File: config.mk
export PLATFORM = sky130hd
export DESIGN_NAME = alu_muldiv
export DESIGN_NICKNAME = d
export VERILOG_FILES = /design/src/rtl/alu_pkg.sv /design/src/rtl/muldiv_iter.sv /design/src/rtl/alu_muldiv.sv
export SDC_FILE = /design/constraint.sdc
export NUM_CORES = 1
export LEC_CHECK = 0
export BUFFER_PORTS_ARGS = -buffer_cell sky130_fd_sc_hd__clkbuf_2
export CAP_MARGIN = 5
export CORE_ASPECT_RATIO = 1.2
export CORE_MARGIN = 5
export CORE_UTILIZATION = 60
export DETAILED_ROUTE_END_ITERATION = 6
export GPL_ROUTABILITY_DRIVEN = 0
export PLACE_DENSITY = 0.79
export SLEW_MARGIN = 20
export SYNTH_ARGS = -nofsm -noshare
export SYNTH_HDL_FRONTEND = slang
export SYNTH_HIERARCHICAL = 1
export SYNTH_SLANG_ARGS = --single-unit
File: constraint.sdc
create_clock -name clk -period 5.98 [get_ports clk]
set_input_delay 0.299 -clock clk [delete_from_list [all_inputs] [get_ports clk]]
set_output_delay 0.299 -clock clk [all_outputs]
set_load 0.01 [all_outputs]
File: src/rtl/alu_pkg.sv
// Shared opcode map, FSM encoding and iterative-op decode for the ALU/muldiv block.
package alu_pkg;
  localparam logic [3:0] OP_AND  = 4'b0000;
  localparam logic [3:0] OP_OR   = 4'b0001;
  localparam logic [3:0] OP_ADD  = 4'b0010;
  localparam logic [3:0] OP_SLT  = 4'b0011;
  localparam logic [3:0] OP_SUB  = 4'b0110;
  localparam logic [3:0] OP_SLTU = 4'b0111;
  localparam logic [3:0] OP_MUL  = 4'b1000;
  localparam logic [3:0] OP_DIVU = 4'b1001;
  localparam logic [3:0] OP_REMU = 4'b1010;

  localparam logic [1:0] S_IDLE = 2'd0;
  localparam logic [1:0] S_CALC = 2'd1;
  localparam logic [1:0] S_DONE = 2'd2;

  typedef enum logic [1:0] {MD_MUL, MD_DIVU, MD_REMU} mdop_t;

  function automatic logic is_iter(input logic [3:0] op);
    return (op == OP_MUL) || (op == OP_DIVU) || (op == OP_REMU);
  endfunction

  function automatic mdop_t md_decode(input logic [3:0] op);
    case (op)
      OP_DIVU: return MD_DIVU;
      OP_REMU: return MD_REMU;
      default: return MD_MUL;
    endcase
  endfunction
endpackage

File: src/rtl/muldiv_iter.sv
// One-bit-per-cycle shift-add multiplier / restoring divider sharing one register set.
module muldiv_iter
  import alu_pkg::*;
#(
  parameter int WIDTH = 32
) (
  input  logic             clk,
  input  logic             rst_n,
  input  logic             start,
  input  mdop_t            op,
  input  logic [WIDTH-1:0] a,
  input  logic [WIDTH-1:0] b,
  output logic             done,
  output logic [WIDTH-1:0] result
);
  localparam int CW = $clog2(WIDTH + 1);

  // x: accumulator / partial remainder, y: multiplicand / divisor, z: multiplier / quotient
  mdop_t            op_q;
  logic [CW-1:0]    cnt;
  logic [WIDTH-1:0] x, y, z;
  logic [WIDTH-1:0] x_nxt, y_nxt, z_nxt;
  logic [WIDTH:0]   r_sh, diff;

  always_comb begin
    r_sh  = {x, z[WIDTH-1]};
    diff  = r_sh - {1'b0, y};
    x_nxt = x;
    y_nxt = y;
    z_nxt = z;
    if (op_q == MD_MUL) begin
      x_nxt = x + (z[0] ? y : '0);
      y_nxt = y << 1;
      z_nxt = z >> 1;
    end else begin
      // no borrow means the divisor fits: keep the difference and shift in a 1
      x_nxt = diff[WIDTH] ? r_sh[WIDTH-1:0] : diff[WIDTH-1:0];
      z_nxt = {z[WIDTH-2:0], ~diff[WIDTH]};
    end
  end

  assign done = (cnt == CW'(1));

  always_comb begin
    case (op_q)
      MD_MUL:  result = x_nxt;
      MD_DIVU: result = z_nxt;
      default: result = x_nxt;
    endcase
  end

  always_ff @(posedge clk or negedge rst_n) begin
    if (!rst_n) begin
      cnt  <= '0;
      op_q <= MD_MUL;
      x    <= '0;
      y    <= '0;
      z    <= '0;
    end else if (start) begin
      cnt  <= CW'(WIDTH);
      op_q <= op;
      x    <= '0;
      y    <= (op == MD_MUL) ? a : b;
      z    <= (op == MD_MUL) ? b : a;
    end else if (cnt != '0) begin
      cnt <= cnt - CW'(1);
      x   <= x_nxt;
      y   <= y_nxt;
      z   <= z_nxt;
    end
  end
endmodule

File: src/rtl/alu_muldiv.sv
// Handshaked ALU: logic/add/compare finish in one cycle, mul/div iterate via muldiv_iter.
module alu_muldiv
  import alu_pkg::*;
#(
  parameter int WIDTH = 32
) (
  input  logic             clk,
  input  logic             rst_n,
  input  logic [3:0]       ALUcontrol,
  input  logic [WIDTH-1:0] in1,
  input  logic [WIDTH-1:0] in2,
  input  logic             in_valid,
  output logic             in_ready,
  output logic [WIDTH-1:0] result,
  output logic             zero,
  output logic             ovf,
  output logic             out_valid,
  input  logic             out_ready
);
  logic [1:0]       state;
  logic             accept;
  logic [WIDTH-1:0] alu_r, md_res;
  logic             alu_ovf, md_done;

  assign in_ready  = (state == S_IDLE);
  assign out_valid = (state == S_DONE);
  assign accept    = in_valid && in_ready;

  always_comb begin
    alu_r   = in1 & in2;
    alu_ovf = 1'b0;
    case (ALUcontrol)
      OP_OR:   alu_r = in1 | in2;
      OP_ADD: begin
        alu_r   = in1 + in2;
        alu_ovf = (in1[WIDTH-1] == in2[WIDTH-1]) && (alu_r[WIDTH-1] != in1[WIDTH-1]);
      end
      OP_SUB: begin
        alu_r   = in1 - in2;
        alu_ovf = (in1[WIDTH-1] != in2[WIDTH-1]) && (alu_r[WIDTH-1] != in1[WIDTH-1]);
      end
      OP_SLTU: alu_r = WIDTH'(in1 < in2);
      OP_SLT:  alu_r = WIDTH'($signed(in1) < $signed(in2));
      default: alu_r = in1 & in2;
    endcase
  end

  muldiv_iter #(.WIDTH(WIDTH)) u_md (
    .clk    (clk),
    .rst_n  (rst_n),
    .start  (accept && is_iter(ALUcontrol)),
    .op     (md_decode(ALUcontrol)),
    .a      (in1),
    .b      (in2),
    .done   (md_done),
    .result (md_res)
  );

  always_ff @(posedge clk or negedge rst_n) begin
    if (!rst_n) begin
      state  <= S_IDLE;
      result <= '0;
      zero   <= 1'b0;
      ovf    <= 1'b0;
    end else begin
      case (state)
        S_IDLE: if (accept) begin
          if (is_iter(ALUcontrol)) begin
            state <= S_CALC;
          end else begin
            state  <= S_DONE;
            result <= alu_r;
            zero   <= (alu_r == '0);
            ovf    <= alu_ovf;
          end
        end
        S_CALC: if (md_done) begin
          state  <= S_DONE;
          result <= md_res;
          zero   <= (md_res == '0);
          ovf    <= 1'b0;
        end
        S_DONE: if (out_ready) state <= S_IDLE;
        default: state <= S_IDLE;
      endcase
    end
  end
endmodule

Word-level counts from Yosys, hierarchy flattened
Cells that the tools add are included.
{ "word_totals": {"rom_bits": 0, "ram_bits": 0, "inputBits": 72, "latch_bits": 0, "memories": 0, "regBits": 140} }
{ "op_classes": {"magnitude_cmp": 2, "n_shift": 0, "eq_ne": 20, "n_div": 0, "n_mux": 36, "bitwise": 3, "reduce_logical": 18, "addsub": 5, "mul": 0} }
{ "ops": {"columns": ["op", "count"], "rows": [
  ["$mux 32", 17],
  ["$pmux 32 s5", 1],
  ["$add 32x32->32", 2],
  ["$logic_not 32->1", 2],
  ["$lt 32x32->1", 2],
  ["$pmux 32 s2", 1],
  ["$sub 33x32->33", 1],
  ["$and 32x32->32", 1],
  ["$or 32x32->32", 1],
  ["$sub 32x32->32", 1],
  ["$eq 4x4->1 const B", 3],
  ["$mux 6", 2],
  ["$eq 4x2->1 const B", 2],
  ["$eq 4x3->1 const B", 2],
  ["$mux 2", 4],
  ["$eq 6x1->1 const B", 1],
  ["$logic_not 2->1", 3],
  ["$mux 1", 6],
  ["$pmux 1 s2", 3],
  ["$pmux 2 s3", 1],
  ["$reduce_bool 2->1", 3],
  ["$reduce_bool 6->1", 1],
  ["$sub 6x1->6 const B", 1],
  ["$eq 2x1->1 const B", 2],
  ["other kinds (13)", 21]
]} }

Logic depth before layout (Yosys ltp)
Gate-level depths: netlist of the first run.
{ "depth": {"depth_word": 7, "ltp_mapped": 22} }

Hierarchy
Netlist of the first run, hierarchy kept.
{ "by_module_without_submodules": {"columns": ["module", "instances", "cells_each", "area_each_um2", "seq_area_each_um2"], "rows": [
  ["muldiv_iter", 1, 1415, 10327.4, 2602.5],
  ["alu_muldiv", 1, 931, 6658.9, 900.9]
]} }

Least setup slack after synthesis of the first run
No wires, ideal clock.
{ "synth_path": {"kind": "input to register", "start": "in in1[0]", "end": "reg zero", "arrival_time_ns": 3.871, "setup_slack_ns": 2.043, "t_required_ns": 5.914, "cell_stages": 14, "setup_time_ns": 0.066, "path_buffers": 0, "path_cell_list": "ha_1 fa_1 a211oi_1 nor3_1 or3_1 a31o_1 nor4_1 nand4_1 or4b_1 nor4_1 nand4b_1 or4_1 nor4_1 a41o_1"} }
{ "synth_between": {"elab_chain_cells": 6, "word_cells_on_any_way": 11, "cone_classes": "add/sub: 2; order compare: 2; mux: 4; bitwise: 2; reduce/logical: 1"} }
{ "synth_lines": {"columns": ["element", "line_no", "source"], "rows": [
  ["start, declared", "alu_muldiv.sv:10", "input logic [WIDTH-1:0] in1,"],
  ["$sub 32x32->32 (tied with other cells)", "alu_muldiv.sv:39", "alu_r = in1 - in2;"],
  ["$pmux 32 s5 (*)", "alu_muldiv.sv:32", "case (ALUcontrol)"],
  ["$logic_not 32->1 (*)", "alu_muldiv.sv:73", "zero <= (alu_r == '0);"],
  ["$mux 1 (*)", "alu_muldiv.sv:68", "if (is_iter(ALUcontrol)) begin"],
  ["$mux 1 (*)", "alu_muldiv.sv:67", "S_IDLE: if (accept) begin"],
  ["$pmux 1 s2 (*)", "alu_muldiv.sv:66", "case (state)"],
  ["end signal, assigned", "alu_muldiv.sv:73", null],
  ["end signal, assigned", "alu_muldiv.sv:80", "zero <= (md_res == '0);"],
  ["end, declared", "alu_muldiv.sv:15", "output logic zero,"]
]} }
Every way passes the cells marked *; elsewhere a longest branch is shown, timed or not. The select of a mux whose other input is x is not followed.
A chain may end at the register's enable or synchronous reset.

Worst setup path after layout of the first run
{ "layout_path": {"start": "reg u_md.z[31]", "end": "reg zero"} }
{ "layout_between": {"elab_chain_cells": 7, "word_cells_on_any_way": 9, "cone_classes": "add/sub: 1; mux: 6; bitwise: 1; reduce/logical: 1"} }
{ "layout_lines": {"columns": ["element", "line_no", "source"], "rows": [
  ["start, declared", "muldiv_iter.sv:21", "logic [WIDTH-1:0] x, y, z;"],
  ["start signal, assigned", "muldiv_iter.sv:64", "z <= (op == MD_MUL) ? b : a;"],
  ["start signal, assigned", "muldiv_iter.sv:69", "z <= z_nxt;"],
  ["$sub 33x32->33", "muldiv_iter.sv:27", "diff = r_sh - {1'b0, y};"],
  ["$mux 32", "muldiv_iter.sv:37", "x_nxt = diff[WIDTH] ? r_sh[WIDTH-1:0] : diff[WIDTH-1:0];"],
  ["$mux 32", "muldiv_iter.sv:31", "if (op_q == MD_MUL) begin"],
  ["$mux 32", "muldiv_iter.sv:45", "case (op_q)"],
  ["via md_res[21]", "alu_muldiv.sv:22", "logic [WIDTH-1:0] alu_r, md_res;"],
  ["$logic_not 32->1", "alu_muldiv.sv:80", null],
  ["$mux 1", "alu_muldiv.sv:77", "S_CALC: if (md_done) begin"],
  ["$pmux 1 s2", "alu_muldiv.sv:66", null]
]} }
The timed path passes the listed nets, and every way through them passes these cells. The select of a mux whose other input is x is not followed.

==> impl_metrics.csv, run 1 <==
group,metric,value,unit
die,die_h,194,um
cts,cts.clk_slew.worst_paths,70,ps
timing,tightest_slew,1140,ps
setup_path,critPathLaunchType,"flop",
die,row_count,67,
timing,hold_viol,0,
setup_path,critical_path_arrival,5360,ps
setup_path,worst-path-buf-inv,2,
routing,drt_iter0_markers,2369,
routing,drc_errors,0,
logic_synthesis,synth-edff-count,0,
timing,worst_clock_skew,12.4,ps
die,chipWidth,164,um
timing,max_freq,0.199,GHz
timing,rsz0062_at_grt,"no",
timing,fin_setup_tns,0,ps
job,maxCapViolCount,0,
min_path,hold_start,"out_ready",
power_and_ir_drop,power_frac_clock,11.6,%
logic_synthesis,synth.distinct_cells,97,
logic_synthesis,netlist_area,17000,um^2
routing,drtAntennaViolNets,0,
cells_and_area,fill_cells,2398,
routing,wirelength,56900,um
logic_synthesis,synth_nets,2586,
cts,cts_root_buffer,"clkbuf_16",
routing,dr.pass1.iters,6,
min_path,whs_path_depth,2,
power_and_ir_drop,seqPwrFrac,19.3,%
die,initial_core_util,60.8,%
cells_and_area,layout-drive-gt1-share,8.97,%
routing,wl_per_cell,20.8,um
global_route,grt_pass1_wl,90100,um
setup_path,worstPathRequired,6300,ps
setup_path,critPathKind,"flop to flop",
global_route,grt_antenna_before_repair,0,
setup_path,reg2reg_setup_slack,950,ps
timing,drv_slew,0,
logic_synthesis,synthFlopType,"dfrtp_1",
place,hpwlAfterDp,42300,um
logic_synthesis,synth_top_area_cell,"dfrtp_1",
cells_and_area,seq_area,3500,um^2
min_path,hp-class,"input port to flop",
logic_synthesis,avgSynthCellArea,7.24,um^2
logic_synthesis,ys.warnings.count,6,
cells_and_area,nNetsFinal,2579,
power_and_ir_drop,power-per-cell-area,559,nW/um^2
setup_path,crit_path_start,"u_md/z[31]",
global_route,track_usage,34.7,%
setup_path,reg2reg_depth,20,
logic_synthesis,yosysMostFrequentCell,"nand2_1",
timing,final.period_utilization,84.2,%
cts,clk_latency,440,ps
cts,htreeDepth,4,
place,port_buffers,107,
setup_path,cp_max_fo,14,
power_and_ir_drop,combinationalPowerShare,69.1,%
logic_synthesis,yosys-top-cells-area,"dfrtp_1 21%, ha_1 12%, nand2_1 7.7%, a21oi_1 6.6%, o21ai_0 6.0%",
routing,vias_per_cell,6.72,
cts,clock_tree.buffer_depth,2,
setup_path,cp_slowest_cell,"mux2i_2",
global_route,grt_pass1_vias,17234,
setup_path,crit_top_cell,"o21ai_0",
setup_path,r2r_end,"zero",
setup_path,end_kind,"flop",
cells_and_area,syn_to_final_growth,7.33,%
cells_and_area,multi_input_area,12300,um^2
logic_synthesis,syn_inst,2346,
min_path,min_to,"state[1]",
logic_synthesis,yosys.area.top_type_share,20.6,%
setup_path,cpPeakStageDelay,690,ps
status,outcome,"completed",
setup_path,crit_chain,"inv_1 -> ha_1 -> inv_1 -> fa_1 -> a211oi_1 -> o21a_2 -> a211oi_4 -> o21ai_4 -> a21oi_4 -> mux2i_2 -> nor2_4 -> o31ai_1 -> o21ai_0 -> o21ai_0 -> nor4_1 -> nand2_1 -> nor2_1 -> nand4_1 -> o21ai_0 -> a41o_1",
cts,cts_resized,0,
die,io_pins,108,
die,core,27900,um^2
setup_path,worstReg2RegStart,"u_md/z[31]",
logic_synthesis,synth_seq_area_share,20.6,%
global_route,grt_max_degree,100,
power_and_ir_drop,p_switching,5.42,mW
routing,vias,18356,
cells_and_area,utilization,65.3,%
power_and_ir_drop,intPower,4.77,mW
power_and_ir_drop,p_leak,8.41,nW
logic_synthesis,ys_seq_elements,140,
timing,finalSetupViolCount,0,
power_and_ir_drop,p_sw_share,53.2,%
timing,fin_crit,5030,ps
cts,cts_buffers,17,
timing,slew_headroom,24.1,%
cts,clkSinkCount,140,
cells_and_area,antennaDiodeCount,0,
logic_synthesis,synth_common_cells,"349 x nand2_1, 223 x a21oi_1, 203 x o21ai_0",
cts,cts_tree,"yes",
setup_path,crit_family,"compound AO/OA/AOI/OAI gates",
die,die_area,31800,um^2
power_and_ir_drop,ir_drop,0.290,mV
logic_synthesis,synthArstFlopShare,100,%
global_route,grt.overflow.total,0,
per-layer routing:
| layer | vias to the layer above | global-route usage (%) | share of wire, % |
|---|---|---|---|
| met5 | - | 0 | 0 |
| met4 | 0 | 16.2 | 4.9 |
| met3 | 236 | 4.75 | 10 |
| met2 | 1222 | 55.3 | 45 |
| met1 | 8493 | 46.8 | 39 |
| li1 | 8405 | - | - |
placed cells by master (no fill, tap or decap), types with 5 or more instances in the layout:
master / count
nand2_1: 349
a21oi_1: 222
o21ai_0: 203
ha_1: 164
inv_1: 154
dfrtp_1: 140
nor2_1: 126
clkbuf_2: 106
nand3_1: 77
a211oi_1: 65
xnor2_1: 56
mux2i_1: 50
a21o_1: 45
nor3_1: 42
and2_1: 37
a31oi_1: 36
o31ai_1: 26
o22ai_1: 26
nor4_1: 22
nor2b_1: 21
nand4_1: 21
o21bai_1: 21
xor2_1: 21
o221ai_1: 20
buf_4: 19
clkbuf_16: 17
o211ai_1: 16
nand2b_1: 15
o21a_1: 15
a211o_1: 14
or3_1: 13
a2111oi_0: 12
and3_1: 12
mux2_2: 9
nor3b_1: 7
o2111ai_1: 7
o21ai_1: 7
nand3b_1: 7
a21boi_0: 5
inv_6: 5
power groups by stage:
stage / Clock [mW] / Combinational (mW) / Sequential, mW
after global placement: 0 / 6.67 / 1.93
after detailed placement: 0 / 6.80 / 1.95
final: 1.18 / 7.04 / 1.97
after CTS: 1.19 / 6.87 / 1.94
after floorplan: 0 / 5.21 / 1.77
after global routing: 1.24 / 7.71 / 2.01
worst max path at each step:
stage                 to  slack [ps]  cells past startpoint
detailed placement  zero        1060                     19
global route        zero         660                     19
finish              zero         950                     20
CTS                 zero        1010                     19
global placement    zero        1210                     19
floorplan           zero        2040                     14
metrics by stage:
step	setup slack [ps]	instance area [um^2]	hold WS, ps	power [mW]	instances
after floorplan	2040	17000	3.41	6.99	2346
after global placement	1210	17600	397	8.60	2698
after detailed placement	1060	17600	410	8.75	2698
after CTS	1010	18200	34.7	9.99	2731
after global routing	663	18200	61.5	11.0	2731
final	946	18200	46.7	10.2	2731
cell type report:
cell class	instances	share of cell area [%]
Multi-Input combinational cell	1896	67.6
Sequential cell	140	19.2
Timing Repair Buffer	128	3.92
Inverter	156	3.21
Tap cell	379	2.60
Clock buffer	18	2.35
Clock inverter	14	1.13
state kept, by name, summed over array words and instances, names as in the netlist:
| signal | count |
|---|---|
| u_md/y | 32 |
| u_md/op_q | 2 |
| zero | 1 |
| ovf | 1 |
| u_md/x | 32 |
| u_md/cnt | 6 |
| state | 2 |
| result | 32 |
| u_md/z | 32 |
logic make-up (layout without fill, tap and decap cells):
group / Yosys count / count (layout) / synth area share [%]
AO/OA/AOI/OAI: 809 / 809 / 30.6
AND/OR/NAND/NOR: 780 / 780 / 21.3
buffers and inverters: 310 / 316 / 7.20
adder cells (fa/ha/maj): 168 / 168 / 12.6
flip-flops: 140 / 140 / 20.6
XOR/XNOR: 78 / 78 / 4.07
multiplexers: 61 / 61 / 3.71
worst reg2reg max path: cells and delay by family (launching register included):
family	cells	cell delay (ps)
simple gates	5	650
compound gates	10	2590
flops	1	410
fa+ha+maj	2	450
mux	1	690
buf+inv	2	150
repair_timing:
item | in CTS | in global routing
hold buffers | 1 | 0
hold endpoints to repair | 79 | 0
buffers inserted | 0 | 0
Note: power is estimated with default switching activity, not from simulation.
==> run 2: changes to the inputs <==
CORE_UTILIZATION = 57   (was 60)
clock period = 4.2 ns   (was 5.98 ns; I/O delays follow)
==> impl_metrics.csv, run 2 (synthesis results as in run 1) <==
group,metric,value,unit
cts,htreeDepth,4,
cells_and_area,seq_area,3500,um^2
timing,fin_crit,4120,ps
global_route,grt_antenna_before_repair,0,
global_route,grt_pass1_vias,18385,
status,outcome,"completed",
die,row_count,69,
timing,slew_headroom,42.6,%
timing,hold_viol,0,
timing,worst_slack,75.6,ps
routing,vias,19290,
timing,drv_slew,0,
power_and_ir_drop,p_switching,8.50,mW
cells_and_area,multi_input_area,12800,um^2
power_and_ir_drop,combinationalPowerShare,73.2,%
setup_path,worstPathRequired,4580,ps
place,hpwlAfterDp,44800,um
cells_and_area,nNetsFinal,2762,
routing,vias_per_cell,6.59,
power_and_ir_drop,power_frac_clock,10.1,%
setup_path,critPathKind,"flop to flop",
global_route,use_met3,4.83,%
cells_and_area,fin_cells,2925,
power_and_ir_drop,p_sw_share,51.3,%
power_and_ir_drop,power-per-cell-area,822,nW/um^2
power_and_ir_drop,seqPwrFrac,16.7,%
timing,max_freq,0.242,GHz
timing,worst_clock_skew,9.40,ps
setup_path,critPathLaunchType,"flop",
timing,hold_ws,160,ps
timing,final.period_utilization,98.2,%
die,core,29500,um^2
global_route,grt.overflow.total,0,
routing,drc_errors,0,
cells_and_area,antennaDiodeCount,0,
min_path,hp-class,"input port to flop",
cts,clk_latency,440,ps
die,io_pins,108,
cells_and_area,mostFrequentLayoutCells,"346 x nand2_1, 212 x a21oi_1, 191 x o21ai_0, 191 x buf_4",
cts,cts_buffers,17,
cells_and_area,utilization,68.3,%
setup_path,critical_path_arrival,4500,ps
cells_and_area,fill_cells,2340,
cells_and_area,syn_to_final_growth,18.8,%
cells_and_area,layout-drive-gt1-share,18.3,%
setup_path,cp_max_fo,20,
routing,wl_per_cell,20.6,um
place,place_inst,2873,
place,port_buffers,107,
place,dpl_worst_slack,-215,ps
cts,clock_tree.buffer_depth,2,
routing,wirelength,60300,um
global_route,use_met1,43.9,%
die,chipWidth,168,um
global_route,met2_usage,56.4,%
timing,rsz0062_at_grt,"yes",
timing,finalSetupViolCount,0,
cts,cts_root_buffer,"clkbuf_16",
timing,tightest_slew,839,ps
cts,cts_tree,"yes",
die,initial_core_util,57.5,%
global_route,grt_max_degree,76,
setup_path,end_kind,"flop",
power_and_ir_drop,p_leak,9.38,nW
routing,dr.pass1.iters,6,
routing,drt_iter0_markers,2215,
cts,cts.clk_slew.worst_paths,70,ps
job,maxCapViolCount,0,
cells_and_area,final_common_cell,"nand2_1",
power_and_ir_drop,finalPower,16.6,mW
die,die_h,199,um
global_route,grt_pass1_wl,94500,um
routing,drtAntennaViolNets,0,
die,die_area,33400,um^2
power_and_ir_drop,ir_drop,0.503,mV
global_route,busiest_layer,"met2",
cts,clkSinkCount,140,
power_and_ir_drop,intPower,8.08,mW
global_route,track_usage,34.4,%
==> run 2: cell types whose count changed in the layout (fill, tap and decap cells not counted), sizes merged <==
cell         previous run  this run
clkinv                  1         5
clkinvlp                4         2
inv                   161       157
dlygate4sd3             1         2
clkbuf                124       126
buf                    21       203
==> run 2: stage by stage <==
| step | setup TNS (ps) | area, um^2 |
|---|---|---|
| floorplan | 0 | 17000 |
| global placement | -178 | 18900 |
| detailed placement | -215 | 18900 |
| CTS | 0 | 19600 |
| global route | -119 | 20200 |
| finish | 0 | 20200 |
==> run 2: worst max-delay path: stages, from the launching register on <==
cell and delay, ps:
dfrtp_2 480, buf_6 160, buf_6 160, and2_1 150, ha_1 290, buf_4 160
nand2_1 90, nor2_2 70, a221oi_2 330, o21ai_4 130, a221oi_4 380, buf_6 160
o31ai_2 70, xnor2_1 150, buf_4 160, mux2i_4 180, mux2i_4 110, nor4_4 180
nand4_1 140, nor2_1 110, nand4_1 120, o21ai_2 170, a41o_1 120
==> run 2: per-layer routing <==
metal / share of wire (%) / wire, um / vias up
met2: 46 / 27600 / 1264
met3: 9.9 / 5970 / 282
li1: - / - / 8773
met5: 0 / 0 / -
met4: 6.2 / 3720 / 0
met1: 38 / 23000 / 8971
==> run 2: path summary, 6_finish.rpt <==
check	from	endpoint	slack [ps]	depth (start not counted)
worst max register to register	u_md/z[0]	zero	80	22
min in group asynchronous	rst_n	u_md/y[31]	320	2
worst min register to register	result[8]	result[8]	490	2
max in group asynchronous	rst_n	result[31]	2830	3
worst min-delay path	in2[27]	u_md/z[27]	160	3
worst max-delay path	u_md/z[0]	zero	80	22
==> run 2: cell type report <==
cell class | count | area share [%]
Clock inverter | 12 | 0.930
Timing Repair Buffer | 311 | 10.6
Tap cell | 390 | 2.42
Sequential cell | 140 | 17.4
Clock buffer | 20 | 2.21
Multi-Input combinational cell | 1896 | 63.5
Inverter | 156 | 2.90
==> run 2: power by group through the flow <==
stage | logic (mW) | registers [mW] | clock network [mW]
detailed placement | 10.6 | 2.71 | 0
floorplan | 7.42 | 2.52 | 0
finish | 12.1 | 2.77 | 1.68
global route | 13.1 | 2.83 | 1.73
CTS | 10.9 | 2.69 | 1.67
global placement | 10.3 | 2.69 | 0
==> run 2: timing repair <==
| item | in CTS | in global routing |
|---|---|---|
| resized for setup | 11 | 102 |
| hold buffers | 2 | 0 |
| setup buffers | 4 | 14 |
| endpoints found under the hold margin | 59 | 0 |
| endpoints found under the setup margin | 1 | 2 |
| pin swaps | 3 | 42 |
